**src/rtl/light_sequencer.sv**
```systemverilog
`default_nettype none
// ============================================================================
//  Module   : light_sequencer
//  Purpose  : Multi-channel LED colour sequencer. Each channel holds a CW-bit
//             colour code that cycles through the legal range 1..2^CW-2 with
//             wrap-around. A channel steps while its debounced push-button is
//             active, subject to the selected step mode. Per-channel loads
//             and illegal-code recovery are also handled here.
//  Ports    : clk         - system clock; all state updates on the rising edge
//             rst         - asynchronous reset, active low (0 = reset)
//             en          - global step enable
//             mode        - 00 step-while-held, 01 step-per-press,
//                           10 timed-step-while-held, 11 freeze
//             dir         - 0 = count up, 1 = count down
//             rate        - timed-step period minus one (mode 10)
//             button      - raw asynchronous buttons, active high
//             load        - per-channel load strobe
//             load_colour - value loaded into every channel being loaded
//             colour      - channel i code at bits [i*CW +: CW]
//             wrap        - one-cycle pulse when channel i wraps
//  Revision : 1.0 - initial release
// ============================================================================
module light_sequencer #(
  parameter int NCH       = 4,
  parameter int CW        = 3,
  parameter int PRESC_W   = 16,
  parameter int DB_CYCLES = 4
) (
  input  logic               clk,
  input  logic               rst,
  input  logic               en,
  input  logic [1:0]         mode,
  input  logic               dir,
  input  logic [PRESC_W-1:0] rate,
  input  logic [NCH-1:0]     button,
  input  logic [NCH-1:0]     load,
  input  logic [CW-1:0]      load_colour,
  output logic [NCH*CW-1:0]  colour,
  output logic [NCH-1:0]     wrap
);

  localparam logic [1:0] MODE_HOLD   = 2'b00;
  localparam logic [1:0] MODE_PRESS  = 2'b01;
  localparam logic [1:0] MODE_TIMED  = 2'b10;

  // Debounce counter only needs to reach DB_CYCLES-1; the change is
  // accepted on the DB_CYCLES-th consecutive differing cycle.
  localparam int           DBW     = (DB_CYCLES > 1) ? $clog2(DB_CYCLES) : 1;
  localparam logic [DBW-1:0] DB_LAST = DBW'(DB_CYCLES - 1);

  localparam logic [CW-1:0] COL_ONE = CW'(1);
  localparam logic [CW-1:0] COL_MAX = {{(CW-1){1'b1}}, 1'b0};
  localparam logic [CW-1:0] COL_ALL = {CW{1'b1}};

  // --------------------------------------------------------------------------
  // Shared auto-step prescaler: counts 0..rate while timed mode is active.
  // Equality compare means a new rate applies from the next compare onward.
  // --------------------------------------------------------------------------
  logic [PRESC_W-1:0] presc;
  logic               presc_run;
  logic               tick;

  assign presc_run = en && (mode == MODE_TIMED);
  assign tick      = presc_run && (presc == rate);

  always_ff @(posedge clk or negedge rst) begin
    if (!rst) begin
      presc <= '0;
    end else if (!presc_run || tick) begin
      presc <= '0;
    end else begin
      presc <= presc + 1'b1;
    end
  end

  // Illegal load values collapse to the first legal code.
  logic [CW-1:0] load_val;
  assign load_val = ((load_colour == '0) || (load_colour == COL_ALL)) ? COL_ONE : load_colour;

  // --------------------------------------------------------------------------
  // Per-channel datapath
  // --------------------------------------------------------------------------
  for (genvar i = 0; i < NCH; i++) begin : g_ch
    logic           sync1;
    logic           sync2;
    logic           db;
    logic           db_prev;
    logic [DBW-1:0] db_cnt;
    logic           step;
    logic [CW-1:0]  col;
    logic           wrap_r;
    logic           illegal;

    // Synchroniser, debouncer and edge history. Runs independent of en/mode
    // so that entering step-per-press with a button held causes no step.
    always_ff @(posedge clk or negedge rst) begin
      if (!rst) begin
        sync1   <= 1'b0;
        sync2   <= 1'b0;
        db      <= 1'b0;
        db_prev <= 1'b0;
        db_cnt  <= '0;
      end else begin
        sync1   <= button[i];
        sync2   <= sync1;
        db_prev <= db;
        if (sync2 != db) begin
          if (db_cnt == DB_LAST) begin
            db     <= sync2;
            db_cnt <= '0;
          end else begin
            db_cnt <= db_cnt + 1'b1;
          end
        end else begin
          db_cnt <= '0;
        end
      end
    end

    always_comb begin
      step = 1'b0;
      case (mode)
        MODE_HOLD:  step = en && db;
        MODE_PRESS: step = en && db && !db_prev;
        MODE_TIMED: step = en && db && tick;
        default:    step = 1'b0;
      endcase
    end

    assign illegal = (col == '0) || (col == COL_ALL);

    // Priority: load > illegal recovery > step > hold.
    always_ff @(posedge clk or negedge rst) begin
      if (!rst) begin
        col    <= COL_ONE;
        wrap_r <= 1'b0;
      end else begin
        wrap_r <= 1'b0;
        if (load[i]) begin
          col <= load_val;
        end else if (illegal) begin
          col <= COL_ONE;
        end else if (step) begin
          if (dir) begin
            if (col == COL_ONE) begin
              col    <= COL_MAX;
              wrap_r <= 1'b1;
            end else begin
              col <= col - COL_ONE;
            end
          end else begin
            if (col == COL_MAX) begin
              col    <= COL_ONE;
              wrap_r <= 1'b1;
            end else begin
              col <= col + COL_ONE;
            end
          end
        end
      end
    end

    assign colour[i*CW +: CW] = col;
    assign wrap[i]            = wrap_r;
  end

endmodule
`default_nettype wire

```
**config.mk**
```make
export PLATFORM = sky130hd
export DESIGN_NAME = light_sequencer
export DESIGN_NICKNAME = d
export VERILOG_FILES = /design/src/rtl/light_sequencer.sv
export SDC_FILE = /design/constraint.sdc
export NUM_CORES = 1
export LEC_CHECK = 0
export ABC_AREA = 1
export BUFFER_PORTS_ARGS = -buffer_cell sky130_fd_sc_hd__buf_2
export CAP_MARGIN = 40
export CORE_UTILIZATION = 45
export CTS_BUF_LIST = sky130_fd_sc_hd__clkbuf_16
export CTS_CLUSTER_DIAMETER = 40
export DETAILED_ROUTE_END_ITERATION = 8
export HOLD_SLACK_MARGIN = 0.02
export PLACE_DENSITY = 0.72
export SLEW_MARGIN = 10
export SYNTH_ARGS = -nofsm -noshare
export SYNTH_HDL_FRONTEND = slang
export SYNTH_SLANG_ARGS = --single-unit
```
**constraint.sdc**
```tcl
create_clock -name clk -period 1.8 [get_ports clk]
set_clock_uncertainty 0.1 [all_clocks]
set_input_delay 0.18 -clock clk [delete_from_list [all_inputs] [get_ports clk]]
set_output_delay 0.18 -clock clk [all_outputs]
set_load 0.05 [all_outputs]
```
# After elaboration in Yosys (flattened, before gate mapping)
# Index checks and enable logic that the tools add are counted.
[word_totals]
ff_bits = 56
latchBits = 0
ramBits = 0
romBits = 0
in_bits = 33
output_inout_bits = 16
memories = 0
[op_classes]
n_addsub = 13
multipliers = 0
div = 0
n_lt_le_gt_ge = 0
n_eq_ne = 24
shift = 0
mux = 62
bitwise_logic = 0
reduce_logical = 39
[ops]
columns = ["cell", "count"]
rows = [
  ["3-bit two-way mux", 25],
  ["3-bit == test (second input constant)", 9],
  ["1-bit two-way mux", 24],
  ["16-bit by 1-bit adder with 16-bit output (second input constant)", 1],
  ["16-bit == test", 1],
  ["16-bit two-way mux", 1],
  ["2-bit two-way mux", 8],
  ["3-bit zero test", 5],
  ["1-bit logical AND", 14],
  ["3-bit by 1-bit adder with 3-bit output (second input constant)", 4],
  ["3-bit by 1-bit == test with 1-bit output (second input constant)", 4],
  ["1-bit case mux with 3 select lines", 4],
  ["3-bit nonzero test", 4],
  ["3-bit by 1-bit subtractor with 3-bit output (second input constant)", 4],
  ["2-bit == test (second input constant)", 5],
  ["2-bit by 1-bit adder with 2-bit output (second input constant)", 4],
  ["2-bit AND reduction", 4],
  ["1-bit logical OR", 6],
  ["1-bit zero test", 5],
  ["1-bit inequality test", 4],
  ["2-bit by 1-bit == test with 1-bit output (second input constant)", 1],
  ["2-bit zero test", 1],
]

# Depth between registers and ports, before layout
# Gate-level depths: netlist (run 1).
[logic_depth]
depth_word = 8
depth_mapped = 14

# Worst setup path after synthesis (run 1)
# Ideal clock, no wire load.
[synth_path]
kind = "reg2reg"
start = "register g_ch[0].col[0]"
end = "register g_ch[0].col[1]"
arrival_ps = 1665
required_time_ps = 1633
setup_slack_ps = -32
path_stages_with_launch = 10
n_path_buf = 0
cell_sequence = "dfstp_2 -> inv_1 -> ha_1 -> inv_1 -> nor2_1 -> inv_1 -> nand3_1 -> o32ai_1 -> nand2_1 -> nand2_1"
[synth_via]
elab_chain_len = 6
word_cells_on_any_way = 14
classes_between = "add/sub: 2; eq/ne: 3; mux: 6; reduce/logical: 3"
[synth_rtl]
columns = ["item", "line_no", "rtl"]
rows = [
  ["start, declared", "90", "logic [CW-1:0] col;"],
  ["start signal, assigned", "140", "col <= load_val;"],
  ["start signal, assigned", "149", "col <= col - COL_ONE;"],
  ["start signal, assigned", "156", "col <= col + COL_ONE;"],
  ["3-bit by 1-bit adder with 3-bit output (tied with other cells)", "156", ""],
  ["3-bit two-way mux (on tied branches)", "152, 145", ""],
  ["3-bit two-way mux", "144", "if (dir) begin"],
  ["3-bit two-way mux", "143", "end else if (step) begin"],
  ["3-bit two-way mux", "141", "end else if (illegal) begin"],
  ["3-bit two-way mux", "139", "if (load[i]) begin"],
]
# Several ways; a longest one is shown, not always the timed one. The select of a mux whose other input is x is not followed.
# A chain may end at the register's enable or synchronous reset.

# Worst setup path after layout (run 1)
[layout_path]
start = "register presc[1]"
end = "register g_ch[3].col[1]"
[layout_via]
elab_chain_len = 5
[layout_rtl]
columns = ["item", "line_no", "rtl"]
rows = [
  ["start, declared", "59", "logic [PRESC_W-1:0] presc;"],
  ["start signal, assigned", "72", "presc <= presc + 1'b1;"],
  ["16-bit == test", "64", "assign tick = presc_run && (presc == rate);"],
  ["1-bit logical AND", "64", ""],
  ["1-bit logical AND", "125", "MODE_TIMED: step = en && db && tick;"],
  ["1-bit case mux with 3 select lines", "122", "case (mode)"],
  ["3-bit nonzero test (no line)", "--", ""],
  ["end signal, assigned", "140", ""],
  ["end signal, assigned", "149", ""],
  ["end signal, assigned", "156", ""],
  ["end, declared", "90", ""],
]
# No other way between the ends.

==> flow_summary.yaml, run 1 <==
clock_tree:
  cts.sinks: 56
  clkLatencyLatePin_ns: 0.28
  numCtsBuffers: 5
  path_clk_slew_ns: 0.07
  cts_tree: "done"
  cts_max_level: 2
  clock_path_buffers: 2
  clock-root-buffer: "clkbuf_16"
synth:
  async_reset_ff_share_pct: 100.0
  syn_area_sq_um: 3402
  synth_mux_area_share_pct: 0
  synth.area.top_cells: "dfrtp_1 38%, nand2_1 14%, ha_1 8.8%, inv_1 8.1%, nor2_1 5.2%"
  yosysUniqueCellTypes: 30
  synth_top_family_by_area: "simple AND/OR/NAND/NOR gates"
  synth_xor_area_share_pct: 2.060
  synth_nets: 509
  synthAdderAreaFrac_pct: 8.827
  netlist.top_cell.by_area: "dfrtp_1"
  syn_avg_cell_area_sq_um: 7.527
  ys_ff_latch: 56
  synthCells: 452
  synth_top_area_share_pct: 38.25
  ys.flop_type: "dfrtp_1"
  yosysMostFrequentCell: "nand2_1"
  synthSimpleGateAreaFrac_pct: 30.38
  ys_warn_count: 0
  yosysSeqAreaShare_pct: 41.34
  synth_common_cells: "131 x nand2_1, 73 x inv_1, 52 x dfrtp_1, 47 x nor2_1, 24 x ha_1"
  synth_edf_count: 0
  synth_compound_area_share_pct: 7.907
detailed_routing:
  wl_met1_mm: 3.246
  drt-vias-per-instance: 4.702
  vias: 2953
  drtIter0Drc: 122
  routedWlPerCell_um: 10.96
  dr_wl_met3_um: 238
  firstDrtPassIters: 4
  highest_layer: "met4"
  detail-route-antenna-nets: 0
  wirelength_mm: 6.880
  drc_errors: 0
  met2_length_mm: 3.369
floorplan:
  die_area_sq_um: 7912
  core_region_area_sq_um: 7292
  die_w_um: 88.95
  rows: 31
  num_io_pins: 49
  die_h_um: 88.95
  initial_core_util_pct: 46.65
setup_path:
  slowest_delay_ns: 0.39
  start_kind: "flop"
  required_ns: 1.92
  cpLargestDelayFamily: "simple AND/OR/NAND/NOR gates"
  cp_num_buf_inv: 1
  worst_setup_path_end_kind: "flop"
  critPathSlowestCell: "dfrtp_1"
  arrival_ns: 1.88
  crit_chain: "buf_6, nor2_4, nor2_1, nor2_1, nand2_1, nor2_2, nand3_1, nand2_2, nand2_1, nand2_1, nand2_2, nand2_2, nand2_1, nand2_1"
  cp_common_cell: "nand2_1"
  worst-path-max-fanout: 5
  path_class: "flop to flop"
grt:
  grt_overflow: 0
  grt_max_degree: 30
  grt_pass1_vias: 2686
  grt_use_total_pct: 18.37
  grt_first_pass_wirelength_mm: 11.34
  antenna_found_initial: 0
place:
  finalWeightedCongestion: 0.8503
  place_inst: 601
  portBuffers: 48
  place_ws_ns: -0.01286
  dp_hpwl_mm: 4.976
sta:
  relSlewSlack_pct: 72.21
  finalSetupViolCount: 0
  min_period_ns: 1.763
  finalMaxSlewViolations: 0
  tightest_slew_ns: 0.4168
  hold_viol: 0
  max_clock_freq_ghz: 0.5673
  setup_ws_ns: 0.03739
  finalCritPeriodShare_pct: 97.92
  grt_setup_unrepaired: "true"
min_path:
  min-delay-path-class: "input port to flop"
layout:
  nets: 585
  instances_no_fill: 628
  areaGrowthSynthToFinish_pct: 23.28
  drive_above_1_share_pct: 24.01
  diodes: 0
power_and_ir_drop:
  p_leak_nw: 2.215
  power_density_nw_per_um2: 1215
  vdd_drop_max_mv: 0.8758
job:
  drv_cap: 0
outcome:
  status: "completed"
worst paths after layout:
path,from,to,slack [ns],cells after the start
setup / recovery,presc[1],g_ch[3].col[1],0.04,14
hold / removal,load[2],g_ch[2].col[0],0.08,4
setup reg to reg,presc[1],g_ch[3].col[1],0.04,14
hold reg to reg,g_ch[1].sync1,g_ch[1].sync2,0.25,0
max in group asynchronous,rst,g_ch[3].col[0],0.80,3
min in group asynchronous,rst,g_ch[1].sync1,0.22,2
logic make-up after synthesis:
family / Yosys count
adders and majority gates: 24
xor gates and xnor gates: 8
and+or+nand+nor: 237
buffers and inverters: 81
DFF: 56
AOI/OAI and AO/OA: 46
final cells by class:
cell class                      count  area [sq um]
Timing Repair Buffer               76         479.2
Clock inverter                      3         38.79
Tap cell                           99         123.9
Multi-Input combinational cell    315          1740
Sequential cell                    56          1409
Clock buffer                        5         125.1
Fill cell                         664          3098
Inverter                           74         277.8
timing repair:
item / 4_1_cts / 5_1_grt
hold buffers: 5 / 0
gates cloned: 0 / 0
pin swaps: 5 / 16
setup buffers: 6 / 8
setup endpoints to repair: 9 / 22
gates resized for setup: 5 / 20
endpoints found under the hold margin: 43 / 0
sequential cells by signal, indices dropped and copies added, names as in the netlist:
name,flops
presc,16
g_ch.col,12
g_ch.db_cnt,8
g_ch.db,4
g_ch.db_prev,4
g_ch.sync1,4
g_ch.sync2,4
g_ch.wrap_r,4
power breakdown:
group          total, mW  switching [mW]  internal (mW)  leakage, nW
logic               2.13            1.39          0.737         1.41
registers           1.90           0.314           1.58        0.716
clock network       1.07           0.418          0.649       0.0850
layout by cell type, fill, tap and decap left out, types with 5 or more instances in the layout:
master         count
a21oi_1           13
o21ai_0           20
dfrtp_1           50
buf_2             48
nand2_2           13
nor2_2             7
nor2_1            41
inv_1             70
nor2_4             5
nand3_2            5
xnor2_1            5
nor3_1             7
dlygate4sd3_1      5
ha_1              23
nand3_1           19
buf_4             21
inv_2              5
nand2_1          129
clkbuf_16          5
per-layer routing:
metal | track usage, % | vias to the layer above
met5 | 0 | -
met1 | 23.78 | 1345
met2 | 31.26 | 46
li1 | - | 1560
met4 | 4.329 | 0
met3 | 4.524 | 2
stage by stage:
step           setup TNS [ns]  total power [mW]  util, %  hold WS (ns)  area (sq um)
2_1_floorplan               0             3.446        -       -0.2156          3402
3_3_place_gp                0             3.886    52.13      -0.02156          3801
3_5_place_dp         -0.01759             3.961    52.13      -0.01317          3801
4_1_cts                     0             5.058    55.92       0.07367          4078
5_1_grt                -1.011             5.531    57.52       0.07127          4194
6_report                    0             5.096    57.52       0.08014          4194
worst min-delay path, delay by kind of cell:
| kind | cells | cell delay, ns |
|---|---|---|
| buffers and inverters | 1 | 0.10 |
| AND/OR/NAND/NOR | 2 | 0.11 |
| AO/OA/AOI/OAI | 1 | 0.08 |
(Power assumes the default switching activity.)
==> inputs of run 2 (changes only) <==
--- a/config.mk
+++ b/config.mk
@@ -8,12 +8,15 @@
 export ABC_AREA = 1
 export BUFFER_PORTS_ARGS = -buffer_cell sky130_fd_sc_hd__buf_2
 export CAP_MARGIN = 40
+export CORE_MARGIN = 4
 export CORE_UTILIZATION = 45
 export CTS_BUF_LIST = sky130_fd_sc_hd__clkbuf_16
 export CTS_CLUSTER_DIAMETER = 40
 export DETAILED_ROUTE_END_ITERATION = 8
+export GPL_ROUTABILITY_DRIVEN = 0
 export HOLD_SLACK_MARGIN = 0.02
 export PLACE_DENSITY = 0.72
+export SETUP_SLACK_MARGIN = 0.4
 export SLEW_MARGIN = 10
 export SYNTH_ARGS = -nofsm -noshare
 export SYNTH_HDL_FRONTEND = slang
==> flow_summary.yaml, run 2 (synthesis gave the netlist of run 1 again) <==
power_and_ir_drop:
  fin_total_pwr_mw: 5.397
  power_density_nw_per_um2: 1188
  switching_power_mw: 2.310
  vdd_drop_max_mv: 1.013
  power_frac_comb_pct: 45.0
  swShare_pct: 42.80
  p_leak_nw: 2.290
  p_int_mw: 3.087
  p_seq_share_pct: 37.6
  pwr-share-clk_pct: 17.4
floorplan:
  die_w_um: 94.95
  num_io_pins: 49
  rows: 31
  die_h_um: 94.95
  core_region_area_sq_um: 7292
  die_area_sq_um: 9016
  initial_core_util_pct: 46.65
clock_tree:
  clkLatencyLatePin_ns: 0.30
  clock_path_buffers: 2
  cts.sinks: 56
  numCtsBuffers: 5
  path_clk_slew_ns: 0.07
  clock-root-buffer: "clkbuf_16"
  cts_max_level: 2
  cts_tree: "done"
sta:
  finalMaxSlewViolations: 0
  finalSetupViolCount: 0
  timing.hold.ws_ns: 0.06919
  tightest_slew_ns: 0.4342
  relSlewSlack_pct: 71.05
  min_period_ns: 1.788
  grt_setup_unrepaired: "true"
  finalCritPeriodShare_pct: 99.35
  max_clock_freq_ghz: 0.5592
  hold_viol: 0
outcome:
  status: "completed"
setup_path:
  crit_cells: 12
  worst-path-max-fanout: 8
  worst_setup_path_end_kind: "flop"
  path_class: "flop to flop"
  reg2reg_slack_ns: 0.01
  required_ns: 1.91
  critPathSlowestCell: "dfrtp_1"
  r2r_start: "presc[1]"
  cp_num_buf_inv: 4
  arrival_ns: 1.89
  cpLargestDelayFamily: "simple AND/OR/NAND/NOR gates"
  start_kind: "flop"
  slowest_delay_ns: 0.41
  reg2reg_to: "presc[3]"
  r2r_cells: 12
  crit_chain: "buf_6, nand2_4, inv_2, nor2_1, nor2_1, nand2_1, nor2_4, buf_6, buf_6, nand2_4, nand3_4, nor3b_4"
  cp_common_cell: "buf_6"
place:
  dp_hpwl_mm: 5.088
  portBuffers: 48
  place_inst: 600
detailed_routing:
  vias: 3072
  drtIter0Drc: 95
  routedWlPerCell_um: 11.72
  firstDrtPassIters: 4
  wirelength_mm: 7.421
  drt-vias-per-instance: 4.853
  detail-route-antenna-nets: 0
  drc_errors: 0
min_path:
  hold_depth: 4
  holdPathEnd: "g_ch[2].col[0]"
  hold_start: "load[2]"
  min-delay-path-class: "input port to flop"
layout:
  instances_no_fill: 633
  drive_above_1_share_pct: 32.21
  layout_common_cells: "121 x nand2_1, 61 x inv_1, 44 x dfrtp_1, 42 x nor2_1, 41 x buf_2"
  areaGrowthSynthToFinish_pct: 33.51
  finalCoreUtilization_pct: 62.29
  largest_reg_flops: 16
  diodes: 0
  regMostFlops: "presc"
  layout_commonest_cell: "nand2_1"
  nets: 590
  reg_top3: "presc: 16 flops, g_ch.col: 12 flops, g_ch.db_cnt: 8 flops"
grt:
  grt_overflow: 0
  antenna_found_initial: 0
  grt_use_total_pct: 17.37
  grt_max_degree: 57
  grt_first_pass_wirelength_mm: 12.52
  grt_pass1_vias: 2861
job:
  drv_cap: 0
==> run 2: routing by layer <==
| metal | part of all wire, % | global-route usage [%] |
|---|---|---|
| met5 | 0 | 0 |
| met4 | 1.7 | 4.808 |
| met3 | 4.9 | 3.586 |
| met2 | 50 | 29.42 |
| met1 | 43 | 22.52 |
==> run 2: repair_timing <==
action                                  4_1_cts  5_1_grt
endpoints found under the hold margin        56        0
pin swaps                                    18       13
setup buffers                                15        4
gates cloned                                  1        0
resized for setup                            24       28
endpoints found under the setup margin       36       39
hold buffers                                  5        0
==> run 2: how the worst max path moves through the flow <==
stage / from / to / slack (ns)
after global placement: presc[0] / presc[14] / 0.05
after detailed placement: presc[0] / presc[14] / 0.007
after CTS: presc[1] / presc[14] / 0.05
after floorplan: g_ch[0].col[0] / g_ch[0].col[2] / 0.1
after global routing: presc[0] / presc[15] / -0.13
final: presc[1] / presc[3] / 0.01
==> run 2: final cells by class <==
class	instances	area, sq um
fillers	638	2750
multi-input cells	316	1989
flip-flops and latches	56	1431
inverters	74	287.8
well taps	99	123.9
repair buffers	80	568.0
clock inverters	3	16.27
clock buffers	5	125.1
==> run 2: power by group through the flow <==
stage                     clock network, mW  logic [mW]  registers, mW
final                                 0.938        2.43           2.03
after global routing                   1.01        2.72           2.08
after CTS                             0.963        2.41           2.02
after detailed placement                  0        2.29           2.02
after global placement                    0        2.24           2.00
after floorplan                           0        1.39           2.39
==> run 2: worst reg2reg max path: stages (launching register included) <==
cell and delay [ns]:
dfrtp_1 0.41, buf_6 0.14, nand2_4 0.05, inv_2 0.03, nor2_1 0.09, nor2_1 0.05, nand2_1 0.09, nor2_4 0.06
buf_6 0.11, buf_6 0.10, nand2_4 0.06, nand3_4 0.16, nor3b_4 0.24
==> run 2: stage by stage <==
step	area (sq um)	setup slack (ns)	TNS, ns
final	4542	0.01172	0
after global routing	4542	-0.1296	-2.481
after CTS	4410	0.04739	0
after detailed placement	4014	0.006910	0
after global placement	4014	0.05056	0
after floorplan	3626	0.09599	0
==> inputs of run 3 (changes only) <==
--- a/config.mk
+++ b/config.mk
@@ -9,13 +9,13 @@
 export BUFFER_PORTS_ARGS = -buffer_cell sky130_fd_sc_hd__buf_2
 export CAP_MARGIN = 40
 export CORE_MARGIN = 4
-export CORE_UTILIZATION = 45
+export CORE_UTILIZATION = 52
 export CTS_BUF_LIST = sky130_fd_sc_hd__clkbuf_16
 export CTS_CLUSTER_DIAMETER = 40
 export DETAILED_ROUTE_END_ITERATION = 8
 export GPL_ROUTABILITY_DRIVEN = 0
 export HOLD_SLACK_MARGIN = 0.02
-export PLACE_DENSITY = 0.72
+export PLACE_DENSITY = 0.8
 export SETUP_SLACK_MARGIN = 0.4
 export SLEW_MARGIN = 10
 export SYNTH_ARGS = -nofsm -noshare
==> flow_summary.yaml, run 3 (synthesis gave the netlist of run 1 again) <==
outcome:
  status: "complete, but fails checks"
  violations: "setup timing"
sta:
  finalSetupViolCount: 15
  tightest_slew_ns: 0.4274
  finalCritPeriodShare_pct: 103.9
  setup_ws_ns: -0.06954
  hold_viol: 0
  max_clock_freq_ghz: 0.5349
  min_period_ns: 1.870
  relSlewSlack_pct: 71.51
  finalMaxSlewViolations: 0
  grt_setup_unrepaired: "true"
min_path:
  holdPathEnd: "g_ch[0].col[0]"
  min-delay-path-class: "input port to flop"
  hold_depth: 4
  hold_start: "load[0]"
clock_tree:
  cts_tree: "done"
  clock-root-buffer: "clkbuf_16"
  clock_path_buffers: 2
  clkLatencyLatePin_ns: 0.30
  numCtsBuffers: 5
  cts_max_level: 2
  path_clk_slew_ns: 0.08
  cts.sinks: 56
setup_path:
  r2r_start: "presc[1]"
  arrival_ns: 2.00
  worst-path-max-fanout: 5
  critPathSlowestCell: "dfrtp_2"
  slowest_delay_ns: 0.45
  reg2reg_slack_ns: -0.07
  required_ns: 1.93
  reg2reg_to: "g_ch[2].col[1]"
  cp_common_cell: "nand2_2"
  cpLargestDelayFamily: "simple AND/OR/NAND/NOR gates"
  crit_chain: "buf_6, nor2_2, nor2_1, nor2_1, nand2_1, nor2_4, nand3_2, nand2_4, nand2_2, nand2_2, nand2_4, nand2_4, nand2_2, nand2_2"
  r2r_cells: 14
  path_class: "flop to flop"
  cp_num_buf_inv: 1
  worst_setup_path_end_kind: "flop"
  start_kind: "flop"
place:
  placed_cell_area_sq_um: 3966
  place_ws_ns: -0.06584
  place_inst: 577
  portBuffers: 48
  dp_hpwl_mm: 5.353
grt:
  grt_pass1_vias: 3007
  antenna_found_initial: 0
  grt_max_degree: 35
  grt_use_total_pct: 20.30
  grt_overflow: 0
  grt_first_pass_wirelength_mm: 12.76
detailed_routing:
  drtIter0Drc: 171
  drt-vias-per-instance: 5.165
  drc_errors: 0
  vias: 3130
  firstDrtPassIters: 4
  wirelength_mm: 7.948
  routedWlPerCell_um: 13.12
  detail-route-antenna-nets: 0
layout:
  layout_common_cells: "118 x nand2_1, 60 x inv_1, 45 x dfrtp_1, 41 x buf_2, 36 x nor2_1"
  diodes: 0
  nets: 585
  layout_commonest_cell: "nand2_1"
  reg_top3: "presc: 16 flops, g_ch.col: 12 flops, g_ch.db_cnt: 8 flops"
  largest_reg_flops: 16
  areaGrowthSynthToFinish_pct: 32.81
  drive_above_1_share_pct: 33.46
  final_area_sq_um: 4518
  instances_no_fill: 606
  regMostFlops: "presc"
floorplan:
  core_region_area_sq_um: 6350
  num_io_pins: 49
  die_h_um: 88.89
  die_area_sq_um: 7901
  rows: 29
  initial_core_util_pct: 53.58
  die_w_um: 88.89
job:
  drv_cap: 0
power_and_ir_drop:
  power_density_nw_per_um2: 1232
  vdd_drop_max_mv: 1.086
  p_leak_nw: 2.229
## run 3: timing repair
action	in CTS	in global routing
setup endpoints to repair	36	39
endpoints found under the hold margin	56	0
resized for setup	21	42
hold buffers	5	0
pin swaps	10	26
cloned	1	0
setup buffers	8	7
## run 3: how the worst max path moves through the flow
stage | depth (start not counted) | start | endpoint
6_report | 14 | presc[1] | g_ch[2].col[1]
3_3_place_gp | 10 | presc[1] | presc[14]
5_1_grt | 14 | presc[1] | g_ch[1].col[1]
2_1_floorplan | 7 | g_ch[0].col[0] | g_ch[0].col[2]
3_5_place_dp | 10 | presc[1] | presc[14]
4_1_cts | 13 | presc[1] | presc[15]
## run 3: power by group
group,internal [mW],leakage (nW),switching [mW]
combinational,0.990,1.45,1.57
sequential,1.63,0.711,0.389
clock,0.522,0.0694,0.468
total,3.14,2.23,2.43
## run 3: layer usage
layer  track usage (%)  part of all wire [%]  vias to the layer above
met4             6.319                   1.7                        0
met1             24.88                    42                     1480
li1                  -                     -                     1565
met3             4.749                   4.4                       14
met5                 0                     0                        -
met2             35.36                    52                       71
## run 3: layout make-up
type,count,area [sq um]
clock buffers,5,125.1
clock inverters,3,22.52
fillers,463,1832
inverters,74,287.8
multi-input cells,316,2042
flip-flops and latches,56,1430
well taps,77,96.34
repair buffers,75,514.2
## run 3: worst reg2reg max path: stages, from the launching register on
cell and delay, ns:
dfrtp_2 0.45, buf_6 0.13, nor2_2 0.07, nor2_1 0.05, nor2_1 0.09, nand2_1 0.09, nor2_4 0.16, nand3_2 0.12
nand2_4 0.09, nand2_2 0.06, nand2_2 0.08, nand2_4 0.09, nand2_4 0.10, nand2_2 0.06, nand2_2 0.06
## run 3: per-stage QoR
step | hold WS [ns] | TNS [ns] | util, % | total power, mW
after floorplan | -0.2156 | 0 | - | 3.788
after global placement | 0.08275 | 0 | 62.46 | 4.248
after detailed placement | 0.08134 | -0.06584 | 62.46 | 4.334
after CTS | 0.06535 | -0.001883 | 68.08 | 5.494
after global routing | 0.07701 | -3.926 | 71.15 | 5.978
final | 0.07156 | -0.7077 | 71.15 | 5.565
